### config.mk
export PLATFORM = sky130hd
export DESIGN_NAME = board_debug_ctrl_flat
export DESIGN_NICKNAME = d
export VERILOG_FILES = /design/src/rtl/board_dbg_pkg.sv /design/src/rtl/board_debug_ctrl_if.sv /design/src/rtl/board_debounce.sv /design/src/rtl/board_debug_ctrl.sv /design/src/flat_wrapper.sv
export SDC_FILE = /design/constraint.sdc
export NUM_CORES = 1
export LEC_CHECK = 0
export ABC_AREA = 1
export CAP_MARGIN = 10
export CORE_UTILIZATION = 38
export CTS_CLUSTER_SIZE = 20
export DETAILED_ROUTE_END_ITERATION = 10
export PLACE_DENSITY = 0.61
export SYNTH_ARGS = -nofsm -noshare
export SYNTH_HDL_FRONTEND = slang
export SYNTH_SLANG_ARGS = --single-unit
### constraint.sdc
create_clock -name clk_in -period 4.9 [get_ports clk_in]
set_input_delay 0.49 -clock clk_in [delete_from_list [all_inputs] [get_ports clk_in]]
set_output_delay 0.49 -clock clk_in [all_outputs]
set_load 0.01 [all_outputs]
### src/rtl/board_dbg_pkg.sv
// board_dbg_pkg: shared constants and helpers for the board debug controller.
//   hex_to_seg : 4-bit nibble -> active-low {dp,g,f,e,d,c,b,a}, dp off
//   sel_width  : width of the display channel select bus
//   NDIG       : number of multiplexed display digits
//   SEG_BLANK  : all segments off
package board_dbg_pkg;

    localparam int unsigned NDIG = 8;
    localparam logic [7:0] SEG_BLANK = 8'hFF;

    // Four bits cover up to 15 probe channels plus the step counter slot.
    function automatic int unsigned sel_width();
        return 4;
    endfunction

    function automatic logic [7:0] hex_to_seg(input logic [3:0] nib);
        logic [7:0] seg;
        unique case (nib)
            4'h0: seg = 8'hC0;
            4'h1: seg = 8'hF9;
            4'h2: seg = 8'hA4;
            4'h3: seg = 8'hB0;
            4'h4: seg = 8'h99;
            4'h5: seg = 8'h92;
            4'h6: seg = 8'h82;
            4'h7: seg = 8'hF8;
            4'h8: seg = 8'h80;
            4'h9: seg = 8'h90;
            4'hA: seg = 8'h88;
            4'hB: seg = 8'h83;
            4'hC: seg = 8'hC6;
            4'hD: seg = 8'hA1;
            4'hE: seg = 8'h86;
            4'hF: seg = 8'h8E;
            default: seg = SEG_BLANK;
        endcase
        return seg;
    endfunction

endpackage

### src/rtl/board_debug_ctrl_if.sv
// board_debug_ctrl_if: board-pin / CPU-side signal bundle of the debug controller.
//   run_mode, step_btn, hold : board switches/button (asynchronous)
//   sel                      : display channel select
//   probe_bus                : NCH probe channels of DW bits, channel k at [k*DW +: DW]
//   cpu_ce, step_cnt         : CPU clock enable and executed-step count
//   o_seg, o_sel             : active-low seven-segment segments and digit enables
// slave = controller side, master = board/core side.
interface board_debug_ctrl_if #(
    parameter int unsigned NCH = 4,
    parameter int unsigned DW  = 32
) ();
    import board_dbg_pkg::*;

    localparam int unsigned SEL_W = sel_width();

    logic                run_mode;
    logic                step_btn;
    logic                hold;
    logic [SEL_W-1:0]    sel;
    logic [NCH*DW-1:0]   probe_bus;
    logic                cpu_ce;
    logic [31:0]         step_cnt;
    logic [7:0]          o_seg;
    logic [7:0]          o_sel;

    modport slave (
        input  run_mode, step_btn, hold, sel, probe_bus,
        output cpu_ce, step_cnt, o_seg, o_sel
    );

    modport master (
        output run_mode, step_btn, hold, sel, probe_bus,
        input  cpu_ce, step_cnt, o_seg, o_sel
    );

endinterface

### src/rtl/board_debounce.sv
// board_debounce: 2-flop synchroniser plus stability counter for a push button.
//   i_clk, i_rst_n : clock, synchronous active-low reset
//   i_btn          : raw asynchronous button level
//   o_level        : debounced level
//   o_rise         : one-cycle pulse when the debounced level is accepted as 1
// A button held through reset must be released (debounced low) before a
// rise is reported, so reset never manufactures a step.
module board_debounce #(
    parameter int unsigned DEB_CYC = 1000000
) (
    input  logic i_clk,
    input  logic i_rst_n,
    input  logic i_btn,
    output logic o_level,
    output logic o_rise
);

    localparam int unsigned DEB_W = (DEB_CYC > 1) ? $clog2(DEB_CYC) : 1;

    logic [1:0]       r_sync;
    logic [1:0]       r_vld;
    logic [DEB_W-1:0] r_cnt;
    logic             r_level;
    logic             r_rise;
    logic             r_armed;

    always_ff @(posedge i_clk) begin
        if (!i_rst_n) begin
            r_sync  <= 2'b00;
            r_vld   <= 2'b00;
            r_cnt   <= '0;
            r_level <= 1'b0;
            r_rise  <= 1'b0;
            r_armed <= 1'b0;
        end else begin
            r_sync <= {r_sync[0], i_btn};
            // r_vld[1] marks that r_sync[1] holds a real sample, not the reset value.
            r_vld  <= {r_vld[0], 1'b1};
            r_rise <= 1'b0;
            if (r_vld[1] && !r_sync[1] && !r_level) begin
                r_armed <= 1'b1;
            end
            if (r_sync[1] == r_level) begin
                r_cnt <= '0;
            end else if (r_cnt == DEB_W'(DEB_CYC - 1)) begin
                r_level <= r_sync[1];
                r_cnt   <= '0;
                r_rise  <= r_sync[1] & r_armed;
            end else begin
                r_cnt <= r_cnt + DEB_W'(1);
            end
        end
    end

    assign o_level = r_level;
    assign o_rise  = r_rise;

endmodule

### src/rtl/board_debug_ctrl.sv
// board_debug_ctrl: board-level debug controller for the minimal SoPC board.
//   clk_in : board clock (single domain)
//   reset  : synchronous active-low reset
//   bus    : board_debug_ctrl_if.slave (switches, button, probes, cpu_ce,
//            step_cnt, seven-segment outputs)
// Generates a one-cycle CPU clock enable (free-run tick or debounced step),
// counts steps, muxes a probe channel or the step counter into a freezable
// display register and scans it as 8 hex digits.
module board_debug_ctrl
    import board_dbg_pkg::*;
#(
    parameter int unsigned NCH      = 4,
    parameter int unsigned DW       = 32,
    parameter int unsigned DIV      = 100000,
    parameter int unsigned DEB_CYC  = 1000000,
    parameter int unsigned SCAN_DIV = 100000
) (
    input  logic               clk_in,
    input  logic               reset,
    board_debug_ctrl_if.slave  bus
);

    localparam int unsigned SEL_W  = sel_width();
    localparam int unsigned TICK_W = (DIV > 1) ? $clog2(DIV) : 1;
    localparam int unsigned SCAN_W = (SCAN_DIV > 1) ? $clog2(SCAN_DIV) : 1;

    logic [1:0]        r_run_s;
    logic [1:0]        r_hold_s;
    logic [TICK_W-1:0] r_tick_cnt;
    logic              r_cpu_ce;
    logic [31:0]       r_step_cnt;
    logic [31:0]       r_disp;
    logic [SCAN_W-1:0] r_scan_cnt;
    logic [2:0]        r_dig;
    logic [7:0]        r_o_sel;
    logic [7:0]        r_o_seg;

    logic              w_tick;
    logic              w_scan_wrap;
    logic              w_step_req;
    logic              w_deb_level;
    logic [31:0]       w_src;

    board_debounce #(
        .DEB_CYC (DEB_CYC)
    ) u_step_deb (
        .i_clk   (clk_in),
        .i_rst_n (reset),
        .i_btn   (bus.step_btn),
        .o_level (w_deb_level),
        .o_rise  (w_step_req)
    );

    assign w_tick      = (r_tick_cnt == TICK_W'(DIV - 1));
    assign w_scan_wrap = (r_scan_cnt == SCAN_W'(SCAN_DIV - 1));

    // Source select; sel above NCH shows 0. step_cnt here is the
    // pre-increment value when cpu_ce is high in the same cycle.
    always_comb begin
        w_src = '0;
        for (int unsigned k = 0; k < NCH; k++) begin
            if (bus.sel == SEL_W'(k)) begin
                w_src = 32'(bus.probe_bus[k*DW +: DW]);
            end
        end
        if (bus.sel == SEL_W'(NCH)) begin
            w_src = r_step_cnt;
        end
    end

    always_ff @(posedge clk_in) begin
        if (!reset) begin
            r_run_s    <= 2'b00;
            r_hold_s   <= 2'b00;
            r_tick_cnt <= '0;
            r_cpu_ce   <= 1'b0;
            r_step_cnt <= '0;
            r_disp     <= '0;
            r_scan_cnt <= '0;
            r_dig      <= 3'd0;
            r_o_sel    <= SEG_BLANK;
            r_o_seg    <= SEG_BLANK;
        end else begin
            r_run_s    <= {r_run_s[0], bus.run_mode};
            r_hold_s   <= {r_hold_s[0], bus.hold};
            // Tick phase is free-running and unaffected by the mode switch.
            r_tick_cnt <= w_tick ? '0 : r_tick_cnt + TICK_W'(1);
            r_cpu_ce   <= r_run_s[1] ? w_tick : w_step_req;
            r_step_cnt <= r_step_cnt + 32'(r_cpu_ce);
            if (!r_hold_s[1]) begin
                r_disp <= w_src;
            end
            r_scan_cnt <= w_scan_wrap ? '0 : r_scan_cnt + SCAN_W'(1);
            if (w_scan_wrap) begin
                r_dig <= r_dig + 3'd1;
            end
            r_o_sel <= ~(8'b1 << r_dig);
            r_o_seg <= hex_to_seg(r_disp[{r_dig, 2'b00} +: 4]);
        end
    end

    assign bus.cpu_ce   = r_cpu_ce;
    assign bus.step_cnt = r_step_cnt;
    assign bus.o_sel    = r_o_sel;
    assign bus.o_seg    = r_o_seg;

endmodule

### src/flat_wrapper.sv
// flat-port wrapper written by rule: the top's interface ports become plain ports
module board_debug_ctrl_flat import board_dbg_pkg::*;
#(
    parameter int unsigned NCH      = 4,
    parameter int unsigned DW       = 32,
    parameter int unsigned DIV      = 100000,
    parameter int unsigned DEB_CYC  = 1000000,
    parameter int unsigned SCAN_DIV = 100000
)
  (clk_in, reset, bus_run_mode, bus_step_btn, bus_hold, bus_sel, bus_probe_bus, bus_cpu_ce, bus_step_cnt, bus_o_seg, bus_o_sel);
  board_debug_ctrl_if #(.NCH(NCH), .DW(DW)) bus_i ();
  input  logic clk_in;
  input  logic reset;
  input wire logic [$bits(bus_i.run_mode)-1:0] bus_run_mode;
  input wire logic [$bits(bus_i.step_btn)-1:0] bus_step_btn;
  input wire logic [$bits(bus_i.hold)-1:0] bus_hold;
  input wire logic [$bits(bus_i.sel)-1:0] bus_sel;
  input wire logic [$bits(bus_i.probe_bus)-1:0] bus_probe_bus;
  output wire logic [$bits(bus_i.cpu_ce)-1:0] bus_cpu_ce;
  output wire logic [$bits(bus_i.step_cnt)-1:0] bus_step_cnt;
  output wire logic [$bits(bus_i.o_seg)-1:0] bus_o_seg;
  output wire logic [$bits(bus_i.o_sel)-1:0] bus_o_sel;
  assign bus_i.run_mode = bus_run_mode;
  assign bus_i.step_btn = bus_step_btn;
  assign bus_i.hold = bus_hold;
  assign bus_i.sel = bus_sel;
  assign bus_i.probe_bus = bus_probe_bus;
  assign bus_cpu_ce = bus_i.cpu_ce;
  assign bus_step_cnt = bus_i.step_cnt;
  assign bus_o_seg = bus_i.o_seg;
  assign bus_o_sel = bus_i.o_sel;
  board_debug_ctrl #(.NCH(NCH), .DW(DW), .DIV(DIV), .DEB_CYC(DEB_CYC), .SCAN_DIV(SCAN_DIV)) u_core (.clk_in(clk_in), .reset(reset), .bus(bus_i));
endmodule
Word-level counts from Yosys, hierarchy flattened --
Memory sizes are Yosys's and may differ from the RTL's. A register that Yosys moved wholly into a read port is not among the register bits. Cells that the tools add are included.
Word-level totals: register bits 149, memory bits (read-only) 112, bits of input ports 137, output and inout port bits 49, word-level logic and storage cells 56, memories kept 1
Cells by class: $add $sub $neg 5, eq/ne operators 8, shift-type cells 2, muxes and demuxes 7, bitwise logic cells 5, reductions and logical operators 11
Memory list:
- (name not given) | depth 16, width 7, read ports 1, clocked after Yosys merged registers in 1, wr ports 0, RTL line board_dbg_pkg.sv:18 | unique case (nib)
Operators with widths (count):
- 32-bit two-way mux | 5
- 17-bit by 1-bit adder with 17-bit output, second input constant | 2
- 17-bit == test, second input constant | 2
- 32-bit by 1-bit adder with 32-bit output | 1
- 32-bit by 6-bit variable part select with 4-bit output | 1
- 20-bit by 1-bit adder with 20-bit output, second input constant | 1
- 20-bit == test, second input constant | 1
- 4-bit by 2-bit == test with 1-bit output, second input constant | 2
- 8-bit inverter | 1
- 1-bit by 3-bit left shift with 8-bit output, first input constant | 1
- 3-bit OR reduction | 2
- 4-bit by 1-bit == test with 1-bit output, second input constant | 1
- 4-bit by 3-bit == test with 1-bit output, second input constant | 1
- 4-bit zero test | 1
- 2-bit OR reduction | 2
- 3-bit by 1-bit adder with 3-bit output, second input constant | 1
- 1-bit zero test | 3
- 1-bit inverter | 3
- 1-bit logical AND | 2
- 1-bit two-way mux | 2
- 2-bit AND reduction | 1
- 1-bit AND | 1
- 1-bit == test | 1

Longest topological paths before layout --
depth after elaboration 6, mapped depth 13, depth with buffers taken out 11

Modules after synthesis --
From an unflattened synthesis, not the netlist that was laid out.
Unflattened totals: cell total of the unflattened synthesis 1296, area, all modules 8418.1 um^2
Modules (own cells, without submodules):
- board_debug_ctrl | instances 1, cells each 1116, area each 7119.3 um^2, sequential area each 2422.3 um^2
- board_debounce | instances 1, cells each 180, area each 1298.7 um^2, sequential area each 540.5 um^2

Least setup slack after synthesis --
No wires, ideal clock.
kind flip-flop to flip-flop, from register u_core.r_dig[0], to register u_core.r_o_seg[5] (netlist: u_core.bus.o_seg[5]), setup time 134 ps, data arrival time 1589 ps, required time 4766 ps, slack 3177 ps, stages on the path, launching flop included 14, buffers on the path 2, period minus slack after synthesis 1723 ps, path through dfxtp_1 -> buf_4 -> inv_2 -> buf_4 -> nand2_1 -> nand3_1 -> nand3_1 -> nand2_1 -> inv_1 -> ha_1 -> nand3_1 -> nand2_1 -> nand2_1 -> nand3_1
Between the ends: word-level cells in the longest chain between the ends 1
Ends and longest elaborated chain:
- from (decl) | RTL line board_debug_ctrl.sv:34 | logic [2:0] r_dig;
- from (signal assigned) | RTL line board_debug_ctrl.sv:95 | r_dig <= r_dig + 3'd1;
- 32-bit by 6-bit variable part select with 4-bit output | RTL line board_debug_ctrl.sv:98 | r_o_seg <= hex_to_seg(r_disp[{r_dig, 2'b00} +: 4]);
- to (decl) | RTL line board_debug_ctrl.sv:36 | logic [7:0] r_o_seg;
Every way passes these cells. A chain may end at the register's enable or synchronous reset.

Worst setup path after layout --
from input bus_sel[1], to register u_core.r_disp[3]
Between the ends: word-level cells in the longest chain between the ends 6, elaborated cells between the ends (all ways) 10, classes of those cells eq/ne (4); mux (5); reduce/logical (1)
Ends and longest elaborated chain:
- from (decl) | RTL line flat_wrapper.sv:17 | input wire logic [$bits(bus_i.sel)-1:0] bus_sel;
- 4-bit zero test | RTL line board_debug_ctrl.sv:62 | if (bus.sel == SEL_W'(k)) begin
- 32-bit two-way mux (4 in series) | RTL line board_debug_ctrl.sv:62
- 32-bit two-way mux * | RTL line board_debug_ctrl.sv:66 | if (bus.sel == SEL_W'(NCH)) begin
- to (signal assigned) | RTL line board_debug_ctrl.sv:91 | r_disp <= w_src;
- to (decl) | RTL line board_debug_ctrl.sv:32 | logic [31:0] r_disp;
Mark *: on every way between the ends. The rest lies on a longest branch, timed or not.

==> impl_summary.txt <==
----------------------------------------------------
[Outcome]
  Status ... complete, no violations

[Layout]
  Core utilization of the finished layout ... 0.5161
  Fraction of final layout cells sized beyond drive strength 1 ... 0.04226
  Area growth from synthesis to final layout ... 32.20%
  Net total in the final layout ... ~1600

[GRT]
  GR Util All Layers ... 0.2447
  Global-route wire length before repair ... between 40000 and 50000 µm
  Number of global-route vias before repair ... a little under 8000
  Grt total ovfl ... 0
  Number of antenna violations at the first check in global routing ... 8
  Maximum number of pins on one net before global-route repair ... 54

[CTS]
  Cts hold-fix bufs ... 0
  Post-CTS Repair Setup Buffers ... 0
  TritonCTS clock tree ... yes
  H-tree levels ... 4
  CTS root buf ... clkbuf_16
  Total clock sinks ... 148
  Insertion delay to the later sink of the worst-skew pair ... around 420 ps
  Worst-case clock buffer depth ... 2
  Number of buffers created by CTS ... 17
  Number of gates resized after cts ... 0
  Reg clk slew, reported paths ... 60 ps

[Power]
  Cell area power density ... roughly 270 mW/mm²
  Gate power share ... 0.099
  Peak supply drop ... ~180 µV
  Proportion of power drawn by the clock network ... 0.481
  Proportion of power drawn by flip-flops and latches ... 0.420
  Pint ... ~0.0023 W
  Net Sw Frac ... 0.2299
  Leakage dissipation ... roughly 4.4 nW
  Power dissipated by switching net loads ... around 0.0007 W

[Worst hold path]
  Worst min-delay path category ... input port to register
  Worst hold path depth ... 1
  Hold wc startpoint ... reset

[Routing]
  Met2 wirelength from detailed routing ... approximately 12000 µm
  Via density per instance ... 5.035
  Starting DRT DRC Count ... between 500 and 600
  Met3 wire length ... 2002 µm
  Antenna Nets Post-Route ... 0
  Final Routed Wirelength ... 27440 µm
  Average wire per cell in the routed design ... around 16 µm
  Count of unresolved DRC violations after routing ... 0
  Wire length on met1 ... approximately 12000 µm
  Highest routed metal layer ... met5
  First-pass iteration count of the detailed router ... 5
  Via count ... about 8800

[Placed design]
  Half-perimeter wire length of the detailed placement result ... 20810 µm
  Final estimated routing congestion in global placement ... 0.9154
  Port Buf Inserts ... 184

[Timing]
  Period Utilization, post-route ... 0.5255
  Aggregate negative setup slack ... 0 ps
  Total count of hold-check failures in the final report ... 0
  Transition time at the pin with the least slew margin ... around 1100 ps
  Slew Limit Fails ... 0
  Total of endpoints with negative setup slack in the final report ... 0
  Setup repair after global routing missed its margin ... false
  Fmax ... 388.4 MHz
  Worst rel slew slack ... 0.2661
  Fin Clk Skew ... ~12 ps
  Minimum clock period ... about 2600 ps

[Logic synthesis]
  Library cell with the largest summed area after synthesis ... dfxtp_1
  Cell count after synthesis ... between 1000 and 1500
  Ys Warns ... 0
  Net Count, Synth ... about 1400
  Average cell area after synthesis ... ~6.4 µm²
  Area share of the largest cell type after synthesis ... 0.3576
  Number of library cell types mapped by synthesis ... 35
  Post-synthesis sequential element count ... 148
  Main area contributors after synthesis ... dfxtp_1, nand2_1, nand3_1
  Netlist area before placement ... a little over 0.008 mm²
  Post-synthesis sequential area ratio ... 0.3576

[Setup path]
  Data arrival time of the worst path ... approximately 3000 ps
  Crit path from ... bus_sel[1]
  Startpoint type of the worst setup path ... input port
  Req. time, crit path ... ~5300 ps
  Crit Reg-Reg Startpoint ... u_core.r_dig[0]
  Path type of the worst setup path ... input port to register
  Type of destination of the critical path ... register
  CP Max Fanout ... 23
  Cell depth of the worst flop-to-flop path ... 10

[Flow run]
  Maximum capacitance violations ... 0

[Floorplanning]
  Starting density of the core ... 0.3904
  Area of the die ... around 0.022 mm²
  Core area ... ~0.021 mm²
  Boundary pin count ... approximately 190
  Die height ... between 100 and 150 µm
  Standard-cell rows ... 53
  Width of the die ... roughly 150 µm

----------------------------------------------------
[sequential cells by signal (all words and copies together) (netlist names)]
signal and flops:
u_core.bus.step_cnt 32, u_core.r_hold_s 2, u_core.r_run_s 2, u_core.bus.o_seg 7
u_core.u_step_deb.r_armed 1, u_core.u_step_deb.o_rise 1, u_core.bus.o_sel 8, u_core.bus.cpu_ce 1
u_core.r_tick_cnt 17, u_core.r_disp 32, u_core.r_scan_cnt 17, u_core.u_step_deb.r_vld 2
u_core.u_step_deb.r_sync 2, u_core.u_step_deb.o_level 1, u_core.r_dig 3, u_core.u_step_deb.r_cnt 20
[path summary, 6_finish.rpt]
path	end	slack, ps
max	u_core.r_disp[3]	2330
min	u_core.u_step_deb.r_vld[0]	400
max reg2reg	u_core.bus.o_seg[0]	2380
min reg2reg	u_core.u_step_deb.r_vld[1]	410
[cells in the mapped netlist]
| master | count |
|---|---|
| o21ai_0 | 53 |
| a21oi_1 | 77 |
| or2_2 | 2 |
| and3_1 | 2 |
| inv_1 | 180 |
| nor3b_1 | 1 |
| nor3_1 | 27 |
| buf_1 | 1 |
| clkbuf_1 | 22 |
| o21a_1 | 1 |
| nor2_2 | 5 |
| clkinv_1 | 1 |
| xnor2_1 | 7 |
| nand3_2 | 2 |
| nor4_1 | 1 |
| o31a_1 | 16 |
| buf_2 | 12 |
| nand4_1 | 38 |
| dfxtp_1 | 148 |
| o21ai_1 | 1 |
| a31oi_1 | 1 |
| conb_1 | 1 |
| inv_2 | 3 |
| xor2_1 | 18 |
| nor3_2 | 3 |
| nor2_1 | 153 |
| nor3_4 | 1 |
| nand3b_1 | 9 |
| buf_4 | 9 |
| nand2_1 | 333 |
| nand2_2 | 4 |
| nor4_4 | 1 |
| ha_1 | 17 |
| nand3_1 | 138 |
| nor2_4 | 3 |
[cell usage in the layout, fill, tap and decap left out, types with 2 or more instances in the layout]
cell type,netlist,layout
clkbuf_16,0,17
xnor2_1,7,7
or2_2,2,2
nand3b_1,9,9
a21oi_1,77,77
clkbuf_8,0,3
nor2_1,153,152
nor3_2,3,3
bufinv_16,0,4
diode_2,0,7
and3_1,2,2
xor2_1,18,18
dfxtp_1,148,148
ha_1,17,17
inv_1,180,180
buf_4,9,6
nand3_2,2,2
o31a_1,16,16
nor2_2,5,6
nor2_4,3,3
inv_6,0,4
o21ai_0,53,53
nor3_1,27,27
inv_2,3,3
nand4_1,38,38
clkdlybuf4s50_1,0,183
nand2_1,333,333
nand2_2,4,4
nand3_1,138,138
[final cells by class]
class                           instances  area [µm²]
Clock inverter                         10       168.9
Tap cell                              275       344.1
Clock buffer                           20       466.7
Antenna cell                            7       17.52
Timing Repair Buffer                  190        1882
Inverter                              184       690.7
Sequential cell                       148        2963
Fill cell                            2146       10270
Multi-Input combinational cell        915        4419
[power groups by stage]
stage          registers, W  clock network, W  logic, W
2_1_floorplan       0.00127                 0  0.000123
3_3_place_gp        0.00127                 0  0.000292
3_5_place_dp        0.00127                 0  0.000291
4_1_cts             0.00124           0.00145  0.000293
5_1_grt             0.00124           0.00150  0.000322
6_report            0.00124           0.00142  0.000293
[metrics by stage]
stage | instances | setup slack, ps | total power [W] | hold WS, ps | area (µm²)
6_report | 1749 | 2325 | 0.002958 | 401.7 | 10950
5_1_grt | 1748 | 2113 | 0.003067 | 399.2 | 10950
4_1_cts | 1742 | 2342 | 0.002985 | 385.8 | 10930
3_5_place_dp | 1712 | 1912 | 0.001560 | 398.7 | 10300
3_3_place_gp | 1712 | 1945 | 0.001560 | 394.0 | 10300
2_1_floorplan | 1291 | 3177 | 0.001393 | 390.5 | 8284
[logic make-up (layout without fill, tap and decap cells)]
group,count (synthesis),in the layout,share of synthesized area
xor+xnor,25,25,0.02643
flops,148,148,0.3576
compound gates,149,149,0.09772
fa+ha+maj,17,17,0.02568
other cells,1,8,0.0004527
simple gates,723,723,0.3829
buf+inv,228,404,0.1092
[worst max-delay path, cell delays in order]
cell,delay (ps)
clkdlybuf4s50_1,510
nor2_4,420
inv_1,110
nor2_2,750
buf_4,320
nand2_1,60
nand2_1,60
nor2_1,40
nand4_1,60
nand2_1,70
inv_1,50
[routing by layer]
layer | up-vias | GRT usage
met5 | - | 0
met4 | 4 | 0.1025
met3 | 42 | 0.05579
met2 | 294 | 0.3731
met1 | 3991 | 0.3302
li1 | 4476 | -
Power figures use the tool's default switching activity.
